===== config.mk =====
export PLATFORM = sky130hd
export DESIGN_NAME = fir_uart_tx
export DESIGN_NICKNAME = d
export VERILOG_FILES = /design/src/rtl/fir_uart_tx.sv
export SDC_FILE = /design/constraint.sdc
export NUM_CORES = 1
export LEC_CHECK = 0
export ABC_AREA = 1
export CORE_MARGIN = 8
export CORE_UTILIZATION = 55
export DETAILED_ROUTE_END_ITERATION = 16
export DONT_BUFFER_PORTS = 1
export MAX_ROUTING_LAYER = met4
export PLACE_DENSITY = 0.84
export SYNTH_ARGS = -nofsm -noshare
export SYNTH_HDL_FRONTEND = slang
export SYNTH_SLANG_ARGS = --single-unit

===== constraint.sdc =====
create_clock -name clk -period 1.9 [get_ports clk]
set_input_delay 0.38 -clock clk [delete_from_list [all_inputs] [get_ports clk]]
set_output_delay 0.38 -clock clk [all_outputs]
set_load 0.005 [all_outputs]

===== src/rtl/fir_uart_tx.sv =====
// Buffers FIR output samples in a small circular FIFO and serialises them as
// 8N1 UART frames; consecutive samples go out back-to-back with no idle gap.
module fir_uart_tx #(
    parameter int CLKS_PER_BIT = 16,
    parameter int FIFO_DEPTH   = 4
) (
    input  logic                          clk,
    input  logic                          rst,
    input  logic [7:0]                    sample_in,
    input  logic                          sample_valid,
    input  logic                          clr_ovf,
    output logic                          tx,
    output logic                          busy,
    output logic                          fifo_full,
    output logic [$clog2(FIFO_DEPTH):0]   fifo_count,
    output logic                          overflow
);

    localparam int PTR_W = $clog2(FIFO_DEPTH);
    localparam int CNT_W = PTR_W + 1;
    localparam logic [CNT_W-1:0] FULL_COUNT = CNT_W'(FIFO_DEPTH);
    localparam logic [7:0]       BAUD_LAST  = 8'(CLKS_PER_BIT - 1);

    typedef enum logic [1:0] {
        IDLE,
        START,
        DATA,
        STOP
    } state_t;

    state_t             state;
    state_t             state_next;
    logic [7:0]         mem [FIFO_DEPTH];
    logic [PTR_W-1:0]   wr_ptr;
    logic [PTR_W-1:0]   rd_ptr;
    logic [7:0]         shift_reg;
    logic [7:0]         baud_cnt;
    logic [2:0]         bit_idx;
    logic               push;
    logic               pop;
    logic               drop;
    logic               fifo_empty;
    logic               baud_done;
    logic               tx_next;

    assign fifo_empty = (fifo_count == '0);
    assign fifo_full  = (fifo_count == FULL_COUNT);
    assign baud_done  = (baud_cnt == BAUD_LAST);
    assign busy       = (state != IDLE);

    // A pop in the same cycle frees a slot, so a push into a full FIFO is
    // only dropped when nothing leaves it.
    assign push = sample_valid && (!fifo_full || pop);
    assign drop = sample_valid && fifo_full && !pop;

    always_comb begin
        state_next = state;
        pop        = 1'b0;
        tx_next    = 1'b1;
        case (state)
            IDLE: begin
                tx_next = 1'b1;
                if (!fifo_empty) begin
                    pop        = 1'b1;
                    state_next = START;
                end
            end
            START: begin
                tx_next = 1'b0;
                if (baud_done) begin
                    state_next = DATA;
                end
            end
            DATA: begin
                tx_next = shift_reg[0];
                if (baud_done && (bit_idx == 3'd7)) begin
                    state_next = STOP;
                end
            end
            STOP: begin
                tx_next = 1'b1;
                if (baud_done) begin
                    if (!fifo_empty) begin
                        pop        = 1'b1;
                        state_next = START;
                    end else begin
                        state_next = IDLE;
                    end
                end
            end
            default: begin
                state_next = IDLE;
            end
        endcase
    end

    // tx is registered, so the line follows the state one cycle later; this
    // keeps the output glitch-free and gives the two-edge start latency.
    always_ff @(posedge clk) begin
        if (rst) begin
            state     <= IDLE;
            tx        <= 1'b1;
            baud_cnt  <= '0;
            bit_idx   <= '0;
            shift_reg <= '0;
        end else begin
            state <= state_next;
            tx    <= tx_next;

            if ((state == IDLE) || baud_done) begin
                baud_cnt <= '0;
            end else begin
                baud_cnt <= baud_cnt + 8'd1;
            end

            if (pop) begin
                bit_idx   <= '0;
                shift_reg <= mem[rd_ptr];
            end else if ((state == DATA) && baud_done) begin
                bit_idx   <= bit_idx + 3'd1;
                shift_reg <= {1'b0, shift_reg[7:1]};
            end
        end
    end

    always_ff @(posedge clk) begin
        if (!rst && push) begin
            mem[wr_ptr] <= sample_in;
        end
    end

    always_ff @(posedge clk) begin
        if (rst) begin
            wr_ptr     <= '0;
            rd_ptr     <= '0;
            fifo_count <= '0;
        end else begin
            if (push) begin
                wr_ptr <= wr_ptr + PTR_W'(1);
            end
            if (pop) begin
                rd_ptr <= rd_ptr + PTR_W'(1);
            end
            case ({push, pop})
                2'b10:   fifo_count <= fifo_count + CNT_W'(1);
                2'b01:   fifo_count <= fifo_count - CNT_W'(1);
                default: fifo_count <= fifo_count;
            endcase
        end
    end

    // A drop in the same cycle as a clear leaves the flag set.
    always_ff @(posedge clk) begin
        if (rst) begin
            overflow <= 1'b0;
        end else if (drop) begin
            overflow <= 1'b1;
        end else if (clr_ovf) begin
            overflow <= 1'b0;
        end
    end

endmodule


==> results of run 1 <==
-- routing by layer --
layer	up-vias	global-route usage	wire [um]
li1	1020	-	-
met1	972	0.1543	2284
met2	63	0.2729	3111
met3	16	0.06900	334
met4	0	0.08920	157
met5	-	-	0
-- what timing repair did --
item,4_1_cts,5_1_grt
buffers inserted,1,5
hold buffers,0,0
pin swaps,2,11
endpoints found under the setup margin,34,41
resized for setup,8,12
gates cloned,0,0
-- cells in the final DEF (no fill, tap or decap) --
master     Yosys  layout
fa_2           0       1
nor2_2         2       3
o21ai_1        1       1
o22ai_1        8       8
edfxtp_1      32      32
inv_2          0       3
a21oi_2        0       1
nor3_1         3       3
bufinv_16      0       1
buf_4          2      19
nand4_1        2       2
clkinv_1       0       2
and3_1         1       1
dfxtp_1       32      28
nand2_2        2       4
nand3_4        0       1
nor2_4         0       5
dfxtp_2        0       2
a21oi_1       15      14
o21ai_0       27      27
xor2_1         1       1
a31oi_1        8       8
ha_1          12       9
clkbuf_8       0       9
clkbuf_1       3       2
a21oi_4        1       1
nor2_1        39      33
buf_12         0       4
nor3b_1        1       1
nand3_1       15      15
ha_4           0       3
clkinv_2       0       2
nand2_1       40      37
nand2_4        0       1
xnor2_1        2       2
dfxtp_4        0       2
inv_1         35      32
-- power by group --
part / internal [mW] / switching [mW] / total (mW)
clock: 0.593 / 0.486 / 1.08
combinational: 0.548 / 0.863 / 1.41
sequential: 1.67 / 0.147 / 1.82
total: 2.81 / 1.50 / 4.31
-- cell type report --
class | count | area, sq um | share of cell area
Clock inverter | 5 | 47.55 | 0.01437
Tap cell | 67 | 83.83 | 0.02534
Clock buffer | 11 | 131.4 | 0.03971
Sequential cell | 64 | 1612 | 0.4871
Timing Repair Buffer | 23 | 222.7 | 0.06732
Multi-Input combinational cell | 182 | 1080 | 0.3264
Inverter | 35 | 131.4 | 0.03971
-- cell families after synthesis --
group	count (synthesis)	share of synthesized area
XOR/XNOR	3	0.009552
AND/OR/NAND/NOR	106	0.1628
buffers and inverters	42	0.06321
adder cells (fa/ha/maj)	13	0.06185
AO/OA/AOI/OAI	60	0.1205
flip-flops	64	0.5821
-- per-stage QoR --
step / utilization / cells / cell area [sq um] / worst slack (ns)
2_1_floorplan: - / 288 / 2790 / 0.01248
3_3_place_gp: 0.6288 / 365 / 3009 / 0.03889
3_5_place_dp: 0.6288 / 365 / 3009 / -0.07289
4_1_cts: 0.6748 / 382 / 3229 / 0.002140
5_1_grt: 0.6912 / 387 / 3308 / -0.07662
6_report: 0.6912 / 387 / 3308 / 0.008446
-- final timing paths --
path / startpoint / endpoint / slack (ns)
max: baud_cnt[0]$_SDFF_PP0_ / fifo_count[2]$_SDFFE_PP0P_ / 0.008
min: rst / shift_reg[2]$_SDFFE_PP0P_ / 0.1
max reg2reg: baud_cnt[0]$_SDFF_PP0_ / fifo_count[2]$_SDFFE_PP0P_ / 0.008
min reg2reg: rd_ptr[1]$_SDFFE_PP0N_ / flip-flop / 0.47
==> impl_metrics.yaml, run 1 <==
detailed_routing:
  wl_per_cell_um: 15.21
  via_count: 2071
  first_iter_violations: 148
  avgViaCountPerCell: 5.351
  wirelength_um: 5888
  dr.pass1.iters: 4
  drc: 0
  ant_nets: 0
critical_path:
  path_cells: "ha_4 > nand3_4 > nor2_4 > nand2_2 > a21oi_4 > nand2_2 > fa_2 > inv_1 > nand4_1 > a21oi_1 > nor2_1"
  path_class: "reg -> reg"
  end_kind: "flip-flop"
  path_delay_family: "simple AND/OR/NAND/NOR gates"
  cp_num_buf_inv: 1
  crit_cells: 11
  critPathMostFrequentCell: "nand2_2"
  cp.required_ns: 2.14
  critPathMaxStageDelay_ns: 0.37
  rr_worst_depth: 11
  crit_path_start_kind: "flip-flop"
  cp_max_fo: 4
  critPathSlowestCell: "dfxtp_4"
  cp.arrival_ns: 2.13
logic_synthesis:
  syn_area_sq_um: 2751
  synthArstFlopShare: 0
  synth_top_area_cell: "edfxtp_1"
  ys_warn_count: 0
  synth_most_common_cell: "nand2_1"
  ys_ff_latch: 64
  syn_area_per_cell_sq_um: 9.553
  ys_types: 27
  synthesis.nets: 313
  synth_edf_count: 32
  ys.flop_type: "edfxtp_1"
  yosysTopAreaCellShare: 0.3492
  ys_seq_area_frac: 0.5821
  synth_common_cells: "nand2_1, nor2_1, inv_1, dfxtp_1, edfxtp_1"
  synthCells: 288
  synth.area.top_cells: "edfxtp_1, dfxtp_1, ha_1, nand2_1, nor2_1"
timing:
  fmax_mhz: 528.7
  period_share: 0.9956
  tightest_slew_ns: 0.4346
  finalHoldViolations: 0
  fin_crit_ns: 1.892
  drv_slew: 0
  hold_ws_ns: 0.09954
  finalSetupViolations: 0
  rsz0062_at_grt: "true"
  final.setup.tns_ns: 0
  fin_skew_ns: 0.009353
  relSlewSlack: 0.7099
layout:
  diodes: 0
  layout.nets: 340
  syn_to_final_growth_pct: 20.24
  layout-drive-gt1-share: 0.1938
  fillerInstances: 357
  largest_reg_flops: 32
die:
  core_sq_um: 4786
  num_rows: 25
  fp.dieH_um: 86.73
  io_pins: 19
  dieWidth_um: 86.73
  die_area_sq_um: 7522
  start_util: 0.5749
min_path:
  min_path_type: "in -> reg"
  min_path_cells: 1
grt:
  grt_pass1_wl_um: 9011
  antenna_found_initial: 0
  grt_max_degree: 17
  grt_pass1_vias: 2012
  grt.total_usage: 0.1623
  gr-total-overflow: 0
clocking:
  cts_tree: "done"
  worstSkewPairLatency_ns: 0.34
  cts_root_buf: "clkbuf_8"
  clk_path_buf_depth: 2
  htree_levels: 3
  cts_inserted_buffers: 9
  cts_num_sinks: 64
  cts.clk_slew.worst_paths_ns: 0.07
placed_design:
  place_congestion: 0.8344
  dp_hpwl_um: 3920
  io_buffers: 0
power_and_ir_drop:
  p_leak_nw: 1.262
  power.density_nw_per_um2: 1302
  power_mw: 4.308
  worst_ir_drop_vdd_v: 0.0007886
flow_run:
  cap_violations: 0
status:
  status: "finished, final reports clean"
Note: power is estimated with default switching activity, not from simulation.
==> run 2, diff against run 1 <==
Settings changed: CTS_CLUSTER_SIZE set to 8, PLACE_DENSITY 0.84 to 0.71, RECOVER_POWER set to 100.
==> impl_metrics.yaml, run 2 (synthesis gave the netlist of run 1 again) <==
timing:
  drv_slew: 0
  final.setup.tns_ns: 0
  tightest_slew_ns: 0.4448
  finalSetupViolations: 0
  rsz0062_at_grt: "true"
  fin_skew_ns: 0.006826
  fin_crit_ns: 1.865
  fmax_mhz: 536.1
  finalHoldViolations: 0
  relSlewSlack: 0.7032
  period_share: 0.9817
power_and_ir_drop:
  pwr-share-seq: 0.414
  p_switching_mw: 1.416
  p_comb_frac: 0.307
  switching_share: 0.3297
  power.density_nw_per_um2: 1311
  p_leak_nw: 1.254
  p_int_mw: 2.879
  power_mw: 4.295
  clockPowerShare: 0.278
  worst_ir_drop_vdd_v: 0.0009184
detailed_routing:
  met2WireLength_um: 2627
  dr.pass1.iters: 4
  drc: 0
  avgViaCountPerCell: 5.205
  wirelength_um: 5121
  wirelength_met1_um: 2125
  first_iter_violations: 146
  wl_per_cell_um: 13.30
  wl_met3_um: 279
  via_count: 2004
  dr.max_layer_used: "met4"
  ant_nets: 0
critical_path:
  rr_worst_depth: 11
  critPathMostFrequentCell: "nand2_2"
  cp_max_fo: 4
  end_kind: "flip-flop"
  path_cells: "ha_4 > nand3_4 > nor2_4 > nand2_2 > a21oi_4 > nand2_2 > fa_2 > inv_2 > nand4_1 > a21oi_1 > nor2_1"
  path_class: "reg -> reg"
  crit_path_start_kind: "flip-flop"
  timing.rr.start: "baud_cnt[1]$_SDFF_PP0_"
  regToRegEndpoint: "fifo_count[2]$_SDFFE_PP0P_"
  critPathSlowestCell: "dfxtp_2"
  ff2ff_setup_slack_ns: 0.03
  critPathMaxStageDelay_ns: 0.36
  cp.required_ns: 2.13
  cp.arrival_ns: 2.10
clocking:
  htree_levels: 3
  cts_num_sinks: 64
  cts_tree: "done"
  cts_root_buf: "clkbuf_8"
  cts.clk_slew.worst_paths_ns: 0.07
  cts_inserted_buffers: 9
  clk_path_buf_depth: 2
  worstSkewPairLatency_ns: 0.33
layout:
  syn_to_final_growth_pct: 19.05
  layout-drive-gt1-share: 0.1667
  instances_no_fill: 385
  final_area_sq_um: 3276
  largest_reg_flops: 32
  layout.nets: 339
  layout_commonest_cell: "nand2_1"
  diodes: 0
  layout_common_cells: "nand2_1, nor2_1, inv_1"
grt:
  grt_pass1_wl_um: 8411
  grt.total_usage: 0.1501
  grt_max_degree: 17
  antenna_found_initial: 0
  gr-total-overflow: 0
  grt_pass1_vias: 1975
placed_design:
  io_buffers: 0
  dp_cells: 367
  place_area_sq_um: 3024
  dp_hpwl_um: 3442
  place_congestion: 0.8123
die:
  io_pins: 19
  fp.dieH_um: 86.73
  dieWidth_um: 86.73
  start_util: 0.5749
  die_area_sq_um: 7522
  num_rows: 25
  core_sq_um: 4786
flow_run:
  cap_violations: 0
min_path:
  worstHoldStart: "rst"
  min_path_cells: 1
  min_path_type: "in -> reg"
  whs_endpoint: "shift_reg[7]$_SDFFE_PP0P_"
status:
  status: "finished, final reports clean"
## run 2: cell count changes in the layout (fill, tap and decap cells not counted), moves of 2 or more
cell / delta
buf_4: -4
clkbuf_1: +3
clkinv_1: -2
dfxtp_4: -2
ha_1: +2
ha_4: -2
## run 2: repair_timing
item / 4_1_cts / 5_1_grt
hold buffers: 0 / 0
pin swaps: 2 / 7
buffers inserted: 1 / 2
setup endpoints to repair: 5 / 35
gates resized for setup: 1 / 11
## run 2: power groups by stage
| stage | Combinational [mW] | Sequential, mW | Clock (mW) |
|---|---|---|---|
| CTS | 1.31 | 1.78 | 1.23 |
| finish | 1.32 | 1.78 | 1.20 |
| global placement | 1.27 | 1.80 | 0 |
| global route | 1.51 | 1.80 | 1.27 |
| floorplan | 0.915 | 1.80 | 0 |
| detailed placement | 1.29 | 1.81 | 0 |
## run 2: worst max path at each step
stage | from | endpoint | slack [ns] | depth (start not counted)
2_1_floorplan | baud_cnt[0]$_SDFF_PP0_ | fifo_count[2]$_SDFFE_PP0P_ | 0.01 | 11
3_3_place_gp | baud_cnt[1]$_SDFF_PP0_ | fifo_count[2]$_SDFFE_PP0P_ | 0.04 | 11
3_5_place_dp | baud_cnt[1]$_SDFF_PP0_ | fifo_count[2]$_SDFFE_PP0P_ | -0.02 | 11
4_1_cts | state[1]$_SDFFE_PP0P_ | fifo_count[2]$_SDFFE_PP0P_ | 0.0002 | 11
5_1_grt | baud_cnt[1]$_SDFF_PP0_ | fifo_count[2]$_SDFFE_PP0P_ | -0.15 | 12
6_report | baud_cnt[1]$_SDFF_PP0_ | fifo_count[2]$_SDFFE_PP0P_ | 0.03 | 11
## run 2: metal layers
metal / global-route usage / vias up
li1: - / 1020
met1: 0.1453 / 929
met2: 0.2563 / 46
met3: 0.05198 / 9
met4: 0.08607 / 0
met5: - / -
## run 2: cell type report
class,instances,area (sq um)
Clock buffer,11,131.4
Clock inverter,4,70.07
Fill cell,380,1510
Inverter,35,131.4
Multi-Input combinational cell,182,1050
Sequential cell,64,1605
Tap cell,67,83.83
Timing Repair Buffer,22,203.9
## run 2: critical path, delay by kind of cell, from the launching register on
kind            cells  cell delay [ns]
simple gates        6             0.57
fa+ha+maj           2             0.50
flops               1             0.36
compound gates      2             0.28
buf+inv             1             0.05
## run 2: metrics by stage
stage | hold WS [ns] | setup slack, ns | util
6_report | 0.1091 | 0.03469 | 0.6844
3_5_place_dp | 0.4519 | -0.01727 | 0.6319
4_1_cts | 0.08669 | 0.0001559 | 0.6771
2_1_floorplan | 0.4326 | 0.01248 | -
3_3_place_gp | 0.4466 | 0.03755 | 0.6319
5_1_grt | 0.08603 | -0.1510 | 0.6844
==> run 3, diff against run 2 <==
Settings changed: CORE_MARGIN 8 to 5.
==> impl_metrics.yaml, run 3 (synthesis gave the netlist of run 1 again) <==
status:
  status: "finished, final reports clean"
layout:
  finalCoreUtilization: 0.6949
  fillerInstances: 375
  layout.nets: 339
  layout_common_cells: "nand2_1, nor2_1, edfxtp_1"
  layout_commonest_cell: "nand2_1"
  syn_to_final_growth_pct: 20.87
  final_area_sq_um: 3326
  diodes: 0
  largest_reg_flops: 32
  layout-drive-gt1-share: 0.1944
timing:
  finalHoldViolations: 0
  drv_slew: 0
  hold_ws_ns: 0.1058
  rsz0062_at_grt: "true"
  relSlewSlack: 0.6995
  period_share: 0.9815
  fin_crit_ns: 1.865
  fin_skew_ns: 0.006134
  fmax_mhz: 536.3
  tightest_slew_ns: 0.4502
  finalSetupViolations: 0
detailed_routing:
  wl_per_cell_um: 13.76
  first_iter_violations: 164
  wirelength_um: 5312
  drc: 0
  avgViaCountPerCell: 5.316
  dr.pass1.iters: 4
  ant_nets: 0
  via_count: 2052
critical_path:
  regToRegEndpoint: "fifo_count[2]$_SDFFE_PP0P_"
  cp.required_ns: 2.17
  rr_worst_depth: 12
  path_class: "reg -> reg"
  crit_cells: 12
  critPathSlowestCell: "dfxtp_4"
  ff2ff_setup_slack_ns: 0.04
  critPathMaxStageDelay_ns: 0.36
  crit_path_start_kind: "flip-flop"
  cp-startpoint: "baud_cnt[1]$_SDFF_PP0_"
  end_kind: "flip-flop"
  timing.rr.start: "baud_cnt[1]$_SDFF_PP0_"
  path_delay_family: "simple AND/OR/NAND/NOR gates"
  cp_max_fo: 3
  cp_num_buf_inv: 1
  cp.arrival_ns: 2.14
  path_cells: "ha_4 > nand3_4 > nor2_4 > nand2_2 > a21oi_4 > nand2_2 > fa_2 > inv_1 > nand4_1 > nand3_1 > nand2_1 > nor2_1"
  critPathMostFrequentCell: "nand2_2"
  cp-endpoint: "fifo_count[2]$_SDFFE_PP0P_"
placed_design:
  io_buffers: 0
  place_area_sq_um: 3017
  dp_hpwl_um: 3472
  place_congestion: 0.8577
clocking:
  worstSkewPairLatency_ns: 0.33
  cts_num_sinks: 64
  cts.clk_slew.worst_paths_ns: 0.07
  cts_inserted_buffers: 9
  htree_levels: 3
  cts_root_buf: "clkbuf_8"
  clk_path_buf_depth: 2
  cts_tree: "done"
die:
  core_sq_um: 4786
  num_rows: 25
  die_area_sq_um: 6517
  start_util: 0.5749
  io_pins: 19
  fp.dieH_um: 80.73
  dieWidth_um: 80.73
power_and_ir_drop:
  worst_ir_drop_vdd_v: 0.0006895
  p_leak_nw: 1.265
  power.density_nw_per_um2: 1334
grt:
  grt_pass1_vias: 1967
  antenna_found_initial: 0
  gr-total-overflow: 0
  grt_max_degree: 17
  grt_pass1_wl_um: 8845
  grt.total_usage: 0.1869
flow_run:
  cap_violations: 0
min_path:
  min_path_type: "in -> reg"
## run 3: timing repair
item / 4_1_cts / 5_1_grt
endpoints found under the setup margin: 33 / 41
resized for setup: 2 / 19
hold buffers: 0 / 0
pin swaps: 4 / 5
buffers inserted: 2 / 2
## run 3: routing by layer
layer | track usage | vias to the layer above | wire [um] | part of all wire
met2 | 0.2980 | 76 | 2660 | 0.50
met1 | 0.2164 | 935 | 2235 | 0.42
met5 | - | - | 0 | 0
li1 | - | 1028 | - | -
met4 | 0.09628 | 0 | 127 | 0.024
met3 | 0.05211 | 13 | 289 | 0.054
## run 3: per-stage QoR
stage	setup TNS, ns	cells	setup WS [ns]	total power, mW
after floorplan	0	288	0.01248	2.713
after global routing	-0.08812	386	-0.06083	4.741
final	0	386	0.03524	4.435
after global placement	0	366	0.03950	3.063
after detailed placement	-0.04087	366	-0.04087	3.093
after CTS	0	384	0.009068	4.345
## run 3: how the worst min path moves through the flow
stage                         startpoint                        end  depth (start not counted)
6_report                             rst      state[0]$_SDFFE_PP0P_                          1
5_1_grt                              rst      overflow$_SDFFE_PP0P_                          1
4_1_cts                              rst      overflow$_SDFFE_PP0P_                          1
3_5_place_dp                         rst      overflow$_SDFFE_PP0P_                          1
3_3_place_gp   shift_reg[7]$_SDFFE_PP0P_  shift_reg[7]$_SDFFE_PP0P_                          2
2_1_floorplan     baud_cnt[0]$_SDFF_PP0_     baud_cnt[0]$_SDFF_PP0_                          1
## run 3: cell type report
cell class	instances	area [sq um]	share of cell area
Clock buffer	11	131.4	0.03950
Clock inverter	5	71.32	0.02144
Inverter	35	131.4	0.03950
Multi-Input combinational cell	182	1084	0.3258
Sequential cell	64	1609	0.4838
Tap cell	67	83.83	0.02521
Timing Repair Buffer	22	215.2	0.06471
## run 3: power breakdown
group	leakage [nW]	switching (mW)	internal, mW	total [mW]
clock network	0.100	0.480	0.727	1.21
logic	0.611	0.875	0.554	1.43
registers	0.554	0.133	1.67	1.80
total	1.27	1.49	2.95	4.44
